--- src/rtl/adder_share_if.sv ---
// Handshake and shared-adder bundle for adder_share_arb.
// slave = arbiter side, master = requesters / adder / consumer side.
interface adder_share_if #(
  parameter int W = 5
);
  logic          req0_valid;
  logic          req1_valid;
  logic [W-1:0]  req0_a;
  logic [W-1:0]  req0_b;
  logic [W-1:0]  req1_a;
  logic [W-1:0]  req1_b;
  logic          req0_ready;
  logic          req1_ready;
  logic [W-1:0]  add_a;
  logic [W-1:0]  add_b;
  logic [W:0]    add_sum;
  logic          rsp_valid;
  logic          rsp_ready;
  logic          rsp_id;
  logic [W:0]    rsp_sum;
  logic [15:0]   err_cnt;

  modport slave (
    input  req0_valid, req1_valid, req0_a, req0_b, req1_a, req1_b,
    input  add_sum, rsp_ready,
    output req0_ready, req1_ready, add_a, add_b,
    output rsp_valid, rsp_id, rsp_sum, err_cnt
  );

  modport master (
    output req0_valid, req1_valid, req0_a, req0_b, req1_a, req1_b,
    output add_sum, rsp_ready,
    input  req0_ready, req1_ready, add_a, add_b,
    input  rsp_valid, rsp_id, rsp_sum, err_cnt
  );
endinterface

--- src/rtl/adder_share_arb.sv ---
// Round-robin arbiter sharing one approximate adder between two requesters.
// Optional error monitor enabled by defining ADDER_SHARE_ERR_MON_EN.
//
// state | meaning
// IDLE  | waiting for a request, ready asserted for the granted requester
// BUSY  | operands held on add_a/add_b, counting adder latency
// RESP  | rsp_valid high, waiting for rsp_ready
module adder_share_arb #(
  parameter int W       = 5,
  parameter int ADD_LAT = 1
) (
  input  logic          clk,
  input  logic          rst,
  adder_share_if.slave  bus
);
  typedef enum logic [1:0] {IDLE, BUSY, RESP} state_t;

  localparam logic [1:0] LAT_C = 2'(ADD_LAT);

  state_t         state, state_nxt;
  logic [W-1:0]   add_a_q, add_b_q;
  logic [W:0]     rsp_sum_q;
  logic           rsp_id_q, id_q, ptr_q;
  logic [1:0]     cnt_q;
  logic           gnt_v, gnt_id, capture;

  always_ff @(posedge clk or posedge rst) begin
    if (rst) state <= IDLE;
    else     state <= state_nxt;
  end

  // Ready is gated by rst because state already reads IDLE during reset.
  always_comb begin
    state_nxt = state;
    gnt_v     = 1'b0;
    gnt_id    = 1'b0;
    capture   = 1'b0;
    case (state)
      IDLE: begin
        if (!rst) begin
          if (bus.req0_valid && bus.req1_valid) gnt_id = ptr_q;
          else                                  gnt_id = bus.req1_valid;
          gnt_v = bus.req0_valid | bus.req1_valid;
          if (gnt_v) state_nxt = BUSY;
        end
      end
      BUSY: begin
        if (cnt_q == LAT_C) begin
          capture   = 1'b1;
          state_nxt = RESP;
        end
      end
      RESP: begin
        if (bus.rsp_ready) state_nxt = IDLE;
      end
      default: state_nxt = IDLE;
    endcase
  end

  always_ff @(posedge clk or posedge rst) begin
    if (rst) begin
      add_a_q   <= '0;
      add_b_q   <= '0;
      id_q      <= 1'b0;
      ptr_q     <= 1'b0;
      cnt_q     <= '0;
      rsp_sum_q <= '0;
      rsp_id_q  <= 1'b0;
    end else begin
      if (gnt_v) begin
        add_a_q <= gnt_id ? bus.req1_a : bus.req0_a;
        add_b_q <= gnt_id ? bus.req1_b : bus.req0_b;
        id_q    <= gnt_id;
        ptr_q   <= ~gnt_id;
        cnt_q   <= '0;
      end else if (state == BUSY) begin
        cnt_q <= cnt_q + 2'd1;
      end
      if (capture) begin
        rsp_sum_q <= bus.add_sum;
        rsp_id_q  <= id_q;
      end
    end
  end

  assign bus.req0_ready = gnt_v & ~gnt_id;
  assign bus.req1_ready = gnt_v & gnt_id;
  assign bus.add_a      = add_a_q;
  assign bus.add_b      = add_b_q;
  assign bus.rsp_valid  = (state == RESP);
  assign bus.rsp_id     = rsp_id_q;
  assign bus.rsp_sum    = rsp_sum_q;

`ifdef ADDER_SHARE_ERR_MON_EN
  logic [W:0]  exact_sum;
  logic [15:0] err_q;

  assign exact_sum = {1'b0, add_a_q} + {1'b0, add_b_q};

  always_ff @(posedge clk or posedge rst) begin
    if (rst) err_q <= '0;
    else if (capture && (bus.add_sum != exact_sum) && (err_q != 16'hFFFF))
      err_q <= err_q + 16'd1;
  end

  assign bus.err_cnt = err_q;
`else
  assign bus.err_cnt = '0;
`endif
endmodule
--- src/flat_wrapper.sv ---
// flat-port wrapper written by rule: the top's interface ports become plain ports
module adder_share_arb_flat 
#(
  parameter int W       = 5,
  parameter int ADD_LAT = 1
)
  (clk, rst, bus_req0_valid, bus_req1_valid, bus_req0_a, bus_req0_b, bus_req1_a, bus_req1_b, bus_add_sum, bus_rsp_ready, bus_req0_ready, bus_req1_ready, bus_add_a, bus_add_b, bus_rsp_valid, bus_rsp_id, bus_rsp_sum, bus_err_cnt);
  adder_share_if #(.W(W)) bus_i ();
  input  logic clk;
  input  logic rst;
  input wire logic [$bits(bus_i.req0_valid)-1:0] bus_req0_valid;
  input wire logic [$bits(bus_i.req1_valid)-1:0] bus_req1_valid;
  input wire logic [$bits(bus_i.req0_a)-1:0] bus_req0_a;
  input wire logic [$bits(bus_i.req0_b)-1:0] bus_req0_b;
  input wire logic [$bits(bus_i.req1_a)-1:0] bus_req1_a;
  input wire logic [$bits(bus_i.req1_b)-1:0] bus_req1_b;
  input wire logic [$bits(bus_i.add_sum)-1:0] bus_add_sum;
  input wire logic [$bits(bus_i.rsp_ready)-1:0] bus_rsp_ready;
  output wire logic [$bits(bus_i.req0_ready)-1:0] bus_req0_ready;
  output wire logic [$bits(bus_i.req1_ready)-1:0] bus_req1_ready;
  output wire logic [$bits(bus_i.add_a)-1:0] bus_add_a;
  output wire logic [$bits(bus_i.add_b)-1:0] bus_add_b;
  output wire logic [$bits(bus_i.rsp_valid)-1:0] bus_rsp_valid;
  output wire logic [$bits(bus_i.rsp_id)-1:0] bus_rsp_id;
  output wire logic [$bits(bus_i.rsp_sum)-1:0] bus_rsp_sum;
  output wire logic [$bits(bus_i.err_cnt)-1:0] bus_err_cnt;
  assign bus_i.req0_valid = bus_req0_valid;
  assign bus_i.req1_valid = bus_req1_valid;
  assign bus_i.req0_a = bus_req0_a;
  assign bus_i.req0_b = bus_req0_b;
  assign bus_i.req1_a = bus_req1_a;
  assign bus_i.req1_b = bus_req1_b;
  assign bus_i.add_sum = bus_add_sum;
  assign bus_i.rsp_ready = bus_rsp_ready;
  assign bus_req0_ready = bus_i.req0_ready;
  assign bus_req1_ready = bus_i.req1_ready;
  assign bus_add_a = bus_i.add_a;
  assign bus_add_b = bus_i.add_b;
  assign bus_rsp_valid = bus_i.rsp_valid;
  assign bus_rsp_id = bus_i.rsp_id;
  assign bus_rsp_sum = bus_i.rsp_sum;
  assign bus_err_cnt = bus_i.err_cnt;
  adder_share_arb #(.W(W), .ADD_LAT(ADD_LAT)) u_core (.clk(clk), .rst(rst), .bus(bus_i));
endmodule
--- config.mk ---
export PLATFORM = sky130hd
export DESIGN_NAME = adder_share_arb_flat
export DESIGN_NICKNAME = d
export VERILOG_FILES = /design/src/rtl/adder_share_if.sv /design/src/rtl/adder_share_arb.sv /design/src/flat_wrapper.sv
export SDC_FILE = /design/constraint.sdc
export NUM_CORES = 1
export LEC_CHECK = 0
export BUFFER_PORTS_ARGS = -buffer_cell sky130_fd_sc_hd__buf_2
export CAP_MARGIN = 10
export CORE_MARGIN = 10
export CORE_UTILIZATION = 40
export CTS_BUF_LIST = sky130_fd_sc_hd__clkbuf_4 sky130_fd_sc_hd__clkbuf_8
export DETAILED_ROUTE_END_ITERATION = 12
export PLACE_DENSITY = 0.76
export SLEW_MARGIN = 20
export SYNTH_ARGS = -nofsm -noshare
export SYNTH_HDL_FRONTEND = slang
export SYNTH_SLANG_ARGS = --single-unit
--- constraint.sdc ---
create_clock -name clk -period 1.4 [get_ports clk]
set_input_delay 0.28 -clock clk [delete_from_list [all_inputs] [get_ports clk]]
set_output_delay 0.28 -clock clk [all_outputs]
set_load 0.01 [all_outputs]
=== Word-level counts from Yosys, hierarchy flattened ===
Index checks and enable logic that the tools add are counted.

* Add/sub/neg operators: 1
* Multipliers: 0
* Divide/modulo/power cells: 0
* Order comparisons: 0
* Equal/unequal tests: 7
* Shift-type cells: 0
* Muxes and demuxes: 16
* Bitwise logic cells: 4
* Reductions and logical operators: 4

{| class="wikitable"
|+ Operators with widths
! operator !! count
|-
| 2-to-1 mux 2 bit || 6
|-
| 2-to-1 mux 5 bit || 2
|-
| 2-to-1 mux 1 bit || 7
|-
| case mux 2 bit (3 select lines) || 1
|-
| equality test 2 x 1 -> 1 bit, second input constant || 2
|-
| != test 2 x 1 -> 1 bit, second input constant || 2
|-
| != test 2 bit, second input constant || 2
|-
| AND reduction 4 bit || 1
|-
| adder 2 x 1 -> 2 bit, second input constant || 1
|-
| AND 1 bit || 2
|-
| equality test 2 bit, second input constant || 1
|-
| logical NOT 2 bit || 1
|-
| nonzero test 2 bit || 1
|-
| logical AND 1 bit || 1
|-
| inverter 1 bit || 1
|-
| OR 1 bit || 1
|}

* Flip-flop bits (word level): 23
* Bits in latches: 0
* Bits in writable memories: 0
* ROM bits: 0
* Input bits: 31
* Output and inout bits: 36
* Logic and storage cells: 40
* Memories: 0

=== Longest topological paths before layout ===
Gate-level depths: netlist (run 1).

* Depth in word-level cells: 6
* Depth in mapped cells: 4
* Gate-level depth less buffers: 4

=== Least setup slack after synthesis (run 1) ===
OpenSTA, ideal clock, no wires.

* Path kind: register to register
* From: reg u_core.state[0]
* To: reg u_core.add_a_q[0] (netlist: u_core.bus.add_a[0])
* Setup time: 0.126 ns
* Data arrival time: 1.335 ns
* Data required time: 1.274 ns
* Slack: -0.061 ns
* Cell stages (with the launch flop): 5
* Path buffers: 1
* Clock period less this slack: 1.461 ns
* Cell sequence: dfrtp_1 -> or3_4 -> buf_6 -> o21a_1 -> a221o_1

* Cells in the longest elaborated chain, start to end: 3
* Elaborated cells on any way between the ends: 4
* Those cells by class: mux (3); reduce/logical (1)

{| class="wikitable"
|+ RTL lines
! what !! line !! text
|-
| start, declared || adder_share_arb.sv:20 || <nowiki>state_t state, state_nxt;</nowiki>
|-
| start signal, assigned || adder_share_arb.sv:29 || <nowiki>else state <= state_nxt;</nowiki>
|-
| logical NOT 2 bit * || adder_share_arb.sv:38 || <nowiki>case (state)</nowiki>
|-
| 2-to-1 mux 1 bit || adder_share_arb.sv:38 ||
|-
| 2-to-1 mux 5 bit || adder_share_arb.sv:71 || <nowiki>add_a_q <= gnt_id ? bus.req1_a : bus.req0_a;</nowiki>
|-
| end signal, assigned || adder_share_arb.sv:71 ||
|-
| end, declared || adder_share_arb.sv:21 || <nowiki>logic [W-1:0] add_a_q, add_b_q;</nowiki>
|}

Mark *: on every way between the ends. The rest lies on a longest branch, timed or not.
A chain may end at the register's enable or synchronous reset.

=== Worst setup path after layout (run 1) ===
* From: reg u_core.state[1]
* To: out bus_req0_ready

* Cells in the longest elaborated chain, start to end: 4
* Elaborated cells on any way between the ends: 5
* Those cells by class: mux (2); bitwise (2); reduce/logical (1)

{| class="wikitable"
|+ RTL lines
! what !! line !! text
|-
| logical NOT 2 bit * || adder_share_arb.sv:38 ||
|-
| 2-to-1 mux 1 bit || adder_share_arb.sv:38 ||
|-
| inverter 1 bit || adder_share_arb.sv:86 || <nowiki>assign bus.req0_ready = gnt_v & ~gnt_id;</nowiki>
|-
| AND 1 bit * || adder_share_arb.sv:86 ||
|-
| end, declared || flat_wrapper.sv:19 || <nowiki>output wire logic [$bits(bus_i.req0_ready)-1:0] bus_req0_ready;</nowiki>
|}

Marks and branches as above.

==> results_dict.tcl, run 1 <==
set metrics [dict create \
    leakagePower_nw 0.776 \
    path_class "register to primary output" \
    fp.dieH_um 72.9 \
    grt_setup_unrepaired "true" \
    num_io_pins 67 \
    cap_viol_max_count 0 \
    timing_max_transition_violations_final 0 \
    dp_hpwl_mm 2.34 \
    grt_first_pass_wirelength_mm 4.64 \
    antenna_left 0 \
    powerDensity_nw_per_um2 1990 \
    switchingPower_mw 1.05 \
    max_freq_ghz 0.627 \
    gp_congestion 0.715 \
    synth_area_per_cell_um2 11.9 \
    path_cells "nor3_4 -> and3_4 -> buf_6" \
    grt_start_max_net_pins 15 \
    cp-start-kind "register" \
    worstPathArrival_ns 1.32 \
    final_hold_viol_count 0 \
    path_buf_inv 1 \
    status "finished with violations" \
    core_um2 2710 \
    drc 0 \
    routed_via_density 5.04 \
    synth_cell_types 21 \
    fillerInstances 249 \
    cts_buffers 3 \
    clk_pin_slew_ns 0.12 \
    synth_top_area_frac 0.514 \
    drive_gt1_frac 0.497 \
    die_w_um 72.9 \
    htree_levels 1 \
    period_share 1.14 \
    numClockSinks 23 \
    cts_tree "done" \
    synth.area.top_cells "dfrtp_1 (51%), buf_4 (11%), a221o_1 (8.9%)" \
    portBuffers 50 \
    diodes 0 \
    synth_seq_area_share 0.514 \
    insertion_delay_ns 0.31 \
    first_global_vias 1012 \
    hp-class "input pin to asynchronous set/reset pin" \
    peakVddDrop_mv 1.18 \
    critical_path.top_delay_family "flip-flops" \
    critPathCaptureType "primary output" \
    crit_required_ns 1.12 \
    sw_frac_of_total 0.356 \
    grt_overflow 0 \
    syn_area_um2 1120 \
    power_frac_clock 0.110 \
    cts.path.max_buffers 2 \
    power_mw 2.96 \
    violations "negative setup slack" \
    start_util 0.413 \
    ff_latch_area_um2 576 \
    drt_first_pass_iters 4 \
    final_nets 186 \
    p_seq_frac 0.395 \
    root_buffer "clkbuf_4" \
    setup_viol 13 \
    rows 19 \
    grt_usage 0.107 \
    multiInputGateArea_um2 484 \
    cpPeakStageDelay_ns 0.45 \
    drt-initial-drc-count 26 \
    layout_min_cycle_time_ns 1.60 \
    yosysTopAreaCell "dfrtp_1" \
    finalClockSkew_ns 0.00743 \
    syn2layout_area_growth_pct 32.7 \
    critPathMaxFanout 3 \
    ys_warn_count 0 \
    post-place-ws_ns -0.0607 \
    slowest_stage "dfrtp_1" \
    internal_power_mw 1.91 \
    wirelength_mm 3.02 \
    die_area_um2 5320 \
    synth_cells 94 \
    vias 927 \
    routedWlPerCell_um 16.4 \
    worst_slack_ns -0.196 \
    antenna_found_initial 0 \
    ys_ff_latch 23 \
    pwr-share-comb 0.495 \
]
[registers in the layout, summed over array words and instances, names as in the netlist]
| signal | cells |
|---|---|
| u_core.ptr_q | 1 |
| u_core.bus.add_a | 5 |
| u_core.bus.add_b | 5 |
| u_core.state | 2 |
| u_core.bus.rsp_id | 1 |
| u_core.bus.rsp_sum | 6 |
| u_core.id_q | 1 |
| u_core.cnt_q | 2 |
[area by class of cell]
class | instances | share of cell area
repair buffers | 59 | 0.233
flip-flops and latches | 23 | 0.387
well taps | 31 | 0.0261
clock buffers | 4 | 0.0202
inverters | 3 | 0.00758
multi-input cells | 64 | 0.326
[power by group through the flow]
stage / registers, mW / logic, mW / clock network [mW]
2_1_floorplan: 1.28 / 0.730 / 0
3_5_place_dp: 1.18 / 1.29 / 0
4_1_cts: 1.16 / 1.41 / 0.332
5_1_grt: 1.20 / 1.61 / 0.362
6_report: 1.17 / 1.47 / 0.325
3_3_place_gp: 1.16 / 1.24 / 0
[Yosys cell counts]
library cell and instances:
nor2_1 1, nand2_1 1, ha_1 1, nor3_1 1, clkbuf_1 1, buf_6 1, buf_4 16, o211ai_1 2
dfrtp_1 23, nand2b_1 3, or3_4 1, o21ai_0 5, buf_2 2, a221o_1 10, inv_1 3, mux2_2 7
conb_1 1, nand3b_1 1, o21a_1 10, a21o_1 2, and3_1 2
[path summary, 6_finish.rpt]
check                           cells past startpoint                        start  slack, ns                         endpoint
worst max-delay path                                3  u_core.state[1]$_DFFE_PP0P_      -0.20                   bus_req0_ready
worst min-delay path                                3                          rst       0.04         u_core.ptr_q$_DFFE_PP0P_
worst max register to register                      4  u_core.state[1]$_DFFE_PP0P_      -0.16  u_core.bus.add_b[3]$_DFFE_PP0P_
worst min register to register                      1      u_core.id_q$_DFFE_PP0P_       0.49          u_core.id_q$_DFFE_PP0P_
max in group asynchronous                           3                          rst       0.55    u_core.bus.rsp_id$_DFFE_PP0P_
min in group clk                                    2                bus_rsp_ready       0.16      u_core.state[1]$_DFFE_PP0P_
[layer usage]
| metal | global-route usage | up-vias | routed length (um) |
|---|---|---|---|
| met5 | 0 | - | 0 |
| met4 | 0.0253 | 0 | 34 |
| met3 | 0.0585 | 4 | 333 |
| met2 | 0.173 | 52 | 1380 |
| met1 | 0.120 | 441 | 1270 |
| li1 | - | 430 | - |
[logic make-up (layout without fill, tap and decap cells)]
| logic type | after synthesis | count (layout) | synth area share |
|---|---|---|---|
| adder cells (fa/ha/maj) | 1 | 1 | 0.0112 |
| AO/OA/AOI/OAI | 29 | 29 | 0.206 |
| buffers and inverters | 23 | 66 | 0.140 |
| other | 1 | 16 | 0.00335 |
| flip-flops | 23 | 23 | 0.514 |
| multiplexers | 7 | 7 | 0.0704 |
| AND/OR/NAND/NOR | 10 | 11 | 0.0559 |
[tightest hold or removal path: stages]
cell	delay, ns
buf_2	0.14
inv_1	0.08
buf_4	0.22
[what timing repair did]
item,in CTS,in global routing
setup endpoints to repair,12,15
buffers inserted,2,0
hold buffers,1,0
pin swaps,3,9
hold endpoints to repair,9,0
gates cloned,1,0
gates resized for setup,4,11
[per-stage QoR]
stage | hold slack, ns | cell area, um^2 | setup TNS, ns | util | std cells
floorplan | 0.282 | 1180 | -0.207 | - | 109
global placement | 0.272 | 1370 | -0.123 | 0.504 | 176
detailed placement | 0.288 | 1370 | -0.452 | 0.504 | 176
CTS | 0.0230 | 1450 | -1.62 | 0.533 | 184
global route | 0.0466 | 1490 | -2.28 | 0.548 | 184
finish | 0.0350 | 1490 | -1.77 | 0.548 | 184
[placed cells by master, fill, tap and decap left out]
master,count
a21o_1,2
a221o_1,10
and3_4,2
buf_2,47
buf_4,6
buf_6,5
clkbuf_4,4
conb_1,16
dfrtp_1,23
dlygate4sd3_1,1
ha_1,1
inv_1,2
inv_2,1
mux2_2,7
nand2_1,1
nand2b_1,2
nand2b_4,1
nand3b_1,1
nor2_1,1
nor3_4,1
o211ai_1,2
o21a_1,10
o21ai_0,3
o21ai_1,2
or3_4,2
Note: power is estimated with default switching activity, not from simulation.
==> inputs of run 2 (changes only) <==
Settings changed: ABC_AREA from default to 1, CELL_PAD_IN_SITES_DETAIL_PLACEMENT from default to 1, CELL_PAD_IN_SITES_GLOBAL_PLACEMENT from default to 1, CORE_MARGIN 10 to default, CORE_UTILIZATION 40 to 28.
==> run 2 against run 1 <==
Against the previous run: first-iteration DRC count increased by 3.8%; non-clock buffer count unchanged; register-to-register slack improved by 0.27 ns; the run still ends with negative setup slack left; flip-flop and latch count unchanged; global-route usage increased by 3.7 points; largest power group unchanged; clock power increased by 32%; final cell count increased by 32%.
==> results_dict.tcl, run 2 <==
set metrics [dict create \
    status "finished with violations" \
    violations "negative setup slack" \
    diodes 0 \
    path_common_cell "nand2_2" \
    fp.dieH_um 66.3 \
    rows 22 \
    fillerInstances 485 \
    routed_via_density 4.39 \
    synth_top_area_frac 0.498 \
    insertion_delay_ns 0.27 \
    timing_max_transition_violations_final 0 \
    critPathCaptureType "primary output" \
    synth_seq_area_share 0.498 \
    crit_required_ns 1.12 \
    start_util 0.304 \
    layout_min_cycle_time_ns 1.47 \
    path_cells "nor2_2 -> nand2_2 -> nor2_4 -> nand2_2 -> inv_1 -> buf_2" \
    htree_levels 1 \
    ys_warn_count 0 \
    wirelength_mm 2.89 \
    powerDensity_nw_per_um2 1990 \
    most-common-layout-cells "buf_2 (50), nand2_1 (37), nand3_1 (29)" \
    final_nets 228 \
    cp-start-kind "register" \
    post-place-ws_ns 0.124 \
    worst_slack_ns -0.0685 \
    clk_pin_slew_ns 0.08 \
    synth_area_per_cell_um2 8.38 \
    ys_top_cells_by_count "nand2_1 (39), nand3_1 (29), dfrtp_1 (23)" \
    root_buffer "clkbuf_8" \
    period_share 1.05 \
    final_hold_viol_count 0 \
    power_mw 3.03 \
    die_w_um 66.3 \
    antenna_left 0 \
    synth_edf_count 0 \
    syn_area_um2 1160 \
    final_core_util 0.401 \
    drt_first_pass_iters 4 \
    path_class "register to primary output" \
    ys_ff_latch 23 \
    cts_tree "done" \
    drc 0 \
    r2r-start "u_core.state[0]$_DFFE_PP0P_" \
    setup_viol 3 \
    grt_start_max_net_pins 19 \
    synth.most_common_cell "nand2_1" \
    cpPeakStageDelay_ns 0.42 \
    cts.path.max_buffers 2 \
    first_global_vias 1028 \
    worstPathArrival_ns 1.19 \
    portBuffers 50 \
    antenna_found_initial 0 \
    critPathMaxFanout 3 \
    die_area_um2 4390 \
    hp-class "input pin to register" \
    min_from "bus_rsp_ready" \
    yosysTopAreaCell "dfrtp_1" \
    peakVddDrop_mv 0.738 \
    leakagePower_nw 0.846 \
    grt_usage 0.144 \
    grt_first_pass_wirelength_mm 4.76 \
    ys.flop_type "dfrtp_1" \
    critPathLaunch "u_core.state[0]$_DFFE_PP0P_" \
    grt_setup_unrepaired "true" \
    largest_reg_flops 6 \
    drive_gt1_frac 0.374 \
    synth_cells 138 \
    cts_buffers 3 \
    synthArstFlopShare 1.00 \
    grt_overflow 0 \
    gp_congestion 0.711 \
    syn2layout_area_growth_pct 31.6 \
    slowest_stage "dfrtp_1" \
    synth.area.top_cells "dfrtp_1 (50%), nand2_1 (13%), nand3_1 (13%)" \
    num_io_pins 67 \
    routedWlPerCell_um 11.9 \
    max_freq_ghz 0.681 \
    rr_worst_depth 7 \
    cap_viol_max_count 0 \
    dp_hpwl_mm 2.23 \
    vias 1067 \
    holdPathStages 2 \
    core_um2 3800 \
    numClockSinks 23 \
    synth_cell_types 17 \
    final_common_cell "buf_2" \
    drt-initial-drc-count 27 \
    finalClockSkew_ns 0.00424 \
]
==> run 2: changes by cell type after synthesis, moves of 4 or more <==
cell and delta:
nand2_1 +38, nand3_1 +29, mux2_2 -7, o21a_1 -10
a221o_1 -10, inv_1 +4, nor2_1 +4
==> run 2: metal layers <==
| metal | track usage | vias up | share of wire |
|---|---|---|---|
| li1 | - | 522 | - |
| met1 | 0.174 | 509 | 0.44 |
| met2 | 0.251 | 31 | 0.51 |
| met3 | 0.0276 | 5 | 0.041 |
| met4 | 0.0559 | 0 | 0.018 |
| met5 | 0 | - | 0 |
==> run 2: report_power, final <==
part	internal [mW]	switching (mW)
combinational	0.581	0.851
clock	0.202	0.227
sequential	0.998	0.177
total	1.78	1.25
==> run 2: path summary, 6_finish.rpt <==
check,end,slack (ns)
worst max-delay path,bus_req0_ready,-0.07
worst min-delay path,u_core.state[1]$_DFFE_PP0P_,0.19
worst max register to register,u_core.bus.rsp_id$_DFFE_PP0P_,0.11
worst min register to register,u_core.bus.rsp_sum[2]$_DFFE_PP0P_,0.48
max in group asynchronous,u_core.bus.rsp_sum[0]$_DFFE_PP0P_,0.47
min in group asynchronous,u_core.bus.add_a[2]$_DFFE_PP0P_,0.54
==> run 2: cell families after synthesis <==
logic type	Yosys count	synth area share
AO/OA/AOI/OAI	7	0.0325
buffers and inverters	29	0.161
adder cells (fa/ha/maj)	1	0.0108
other	1	0.00324
flip-flops	23	0.498
AND/OR/NAND/NOR	77	0.294
==> run 2: timing repair <==
item,4_1_cts,5_1_grt
pin swaps,3,0
endpoints found under the hold margin,5,0
gates resized for setup,3,6
setup buffers,1,1
hold buffers,1,0
endpoints found under the setup margin,2,6
==> run 2: area by class of cell <==
class | instances | area (um^2) | area share
Multi-Input combinational cell | 101 | 468 | 0.308
Clock inverter | 1 | 7.51 | 0.00493
Tap cell | 48 | 60.1 | 0.0395
Timing Repair Buffer | 59 | 337 | 0.221
Sequential cell | 23 | 576 | 0.378
Clock buffer | 3 | 41.3 | 0.0271
Inverter | 8 | 32.5 | 0.0214
==> run 2: worst max-delay path: cells and delay by family (launching register included) <==
family | cells | cell delay [ns]
and+or+nand+nor | 4 | 0.35
buffers and inverters | 2 | 0.15
DFF | 1 | 0.42
==> run 2: metrics by stage <==
stage	instances	setup TNS (ns)	hold slack, ns	cell area (um^2)
after global routing	243	-0.345	0.186	1520
final	243	-0.112	0.185	1520
after detailed placement	236	0	0.268	1430
after global placement	236	0	0.267	1430
after CTS	242	-0.0974	0.186	1500
after floorplan	153	0	0.282	1210
==> inputs of run 3 (changes only) <==
Settings changed: MAX_ROUTING_LAYER from default to met4.
==> run 3 against run 2 <==
Against the previous run: the run still ends with negative setup slack left; setup slack is the same; flip-flop and latch count is the same; first-iteration DRC count is the same; register-to-register slack is essentially flat; combinational power is essentially flat; sequential power is essentially flat; die area is the same; clock skew is the same; clock power is essentially flat; total power is essentially flat; critical endpoint unchanged.
==> results_dict.tcl, run 3 (synthesis gave the netlist of run 2 again) <==
set metrics [dict create \
    fillerInstances 485 \
    cp-start-kind "register" \
    rows 22 \
    grt_overflow 0 \
    peakVddDrop_mv 0.738 \
    cts_tree "done" \
    die_area_um2 4390 \
    place_area_um2 1430 \
    critPathMaxFanout 3 \
    final_nets 228 \
    portBuffers 50 \
    grt_usage 0.148 \
    most-common-layout-cells "buf_2 (50), nand2_1 (37), nand3_1 (29)" \
    vias 1067 \
    grt_first_pass_wirelength_mm 4.76 \
    worstPathArrival_ns 1.19 \
    holdWs_ns 0.185 \
    path_common_cell "nand2_2" \
    hp-class "input pin to register" \
    period_share 1.05 \
    critPathCaptureType "primary output" \
    insertion_delay_ns 0.27 \
    antenna_left 0 \
    final_common_cell "buf_2" \
    clk_pin_slew_ns 0.08 \
    post-place-ws_ns 0.124 \
    final_core_util 0.401 \
    timing_max_transition_violations_final 0 \
    start_util 0.304 \
    drt_first_pass_iters 4 \
    ff_latch_area_um2 576 \
    max_freq_ghz 0.681 \
    num_io_pins 67 \
    root_buffer "clkbuf_8" \
    drc 0 \
    final_hold_viol_count 0 \
    dp.cells 236 \
    layout.cells.non_filler 243 \
    worst_slack_ns -0.0685 \
    powerDensity_nw_per_um2 1990 \
    routedWlPerCell_um 11.9 \
    htree_levels 1 \
    grt_setup_unrepaired "true" \
    dp_hpwl_mm 2.23 \
    path_buf_inv 2 \
    finalClockSkew_ns 0.00424 \
    antenna_found_initial 0 \
    largest_reg_flops 6 \
    leakagePower_nw 0.846 \
    final_area_um2 1520 \
    status "finished with violations" \
    cpPeakStageDelay_ns 0.42 \
    slowest_stage "dfrtp_1" \
    routed_via_density 4.39 \
    numClockSinks 23 \
    critical_path.top_delay_family "flip-flops" \
    diodes 0 \
    violations "negative setup slack" \
    drt-initial-drc-count 27 \
    first_global_vias 1028 \
    layout_min_cycle_time_ns 1.47 \
    gp_congestion 0.719 \
    crit_required_ns 1.12 \
    cts.path.max_buffers 2 \
    core_um2 3800 \
    finalSetupTns_ns -0.112 \
    cap_viol_max_count 0 \
    cts_buffers 3 \
    power_mw 3.03 \
    syn2layout_area_growth_pct 31.6 \
    path_class "register to primary output" \
    drive_gt1_frac 0.374 \
    grt_start_max_net_pins 19 \
    path_cells "nor2_2 -> nand2_2 -> nor2_4 -> nand2_2 -> inv_1 -> buf_2" \
    fp.dieH_um 66.3 \
    multiInputGateArea_um2 468 \
    setup_viol 3 \
    die_w_um 66.3 \
    wirelength_mm 2.89 \
]
## run 3: cell counts in the layout (fill, tap and decap cells not counted)
No cell type changed its count.
## run 3: cell type report
| type | count | area share |
|---|---|---|
| Clock buffer | 3 | 0.0271 |
| Clock inverter | 1 | 0.00493 |
| Inverter | 8 | 0.0214 |
| Multi-Input combinational cell | 101 | 0.308 |
| Sequential cell | 23 | 0.378 |
| Tap cell | 48 | 0.0395 |
| Timing Repair Buffer | 59 | 0.221 |
## run 3: worst reg2reg max path, cell delays in order (launching register included)
cell	delay, ns
dfrtp_1	0.42
buf_4	0.15
buf_6	0.11
nand2_1	0.19
inv_4	0.10
nand2_4	0.12
nand2_1	0.07
o21ai_0	0.07
## run 3: repair_timing
item / CTS / global route
endpoints found under the setup margin: 2 / 6
resized for setup: 3 / 6
pin swaps: 3 / 0
setup buffers: 1 / 1
hold buffers: 1 / 0
hold endpoints to repair: 5 / 0
## run 3: metal layers
layer,up-vias,global-route usage,wire (um)
met5,-,-,0
met2,31,0.251,1460
met4,0,0.0559,52
met1,509,0.175,1270
li1,522,-,-
met3,5,0.0259,113
## run 3: report_power, final
group	leakage [nW]	switching, mW	internal, mW
Combinational	0.544	0.851	0.581
Clock	0.0217	0.227	0.202
Sequential	0.281	0.177	0.998
Total	0.846	1.25	1.78
## run 3: final timing paths
kind,start,endpoint,slack [ns],cells after the start
worst max-delay path,u_core.state[0]$_DFFE_PP0P_,bus_req0_ready,-0.07,6
worst min-delay path,bus_rsp_ready,u_core.state[1]$_DFFE_PP0P_,0.19,2
worst max register to register,u_core.state[0]$_DFFE_PP0P_,u_core.bus.rsp_id$_DFFE_PP0P_,0.11,7
worst min register to register,u_core.bus.rsp_sum[2]$_DFFE_PP0P_,u_core.bus.rsp_sum[2]$_DFFE_PP0P_,0.48,2
max in group asynchronous,rst,u_core.bus.rsp_sum[0]$_DFFE_PP0P_,0.47,4
min in group asynchronous,rst,u_core.bus.add_a[2]$_DFFE_PP0P_,0.54,3
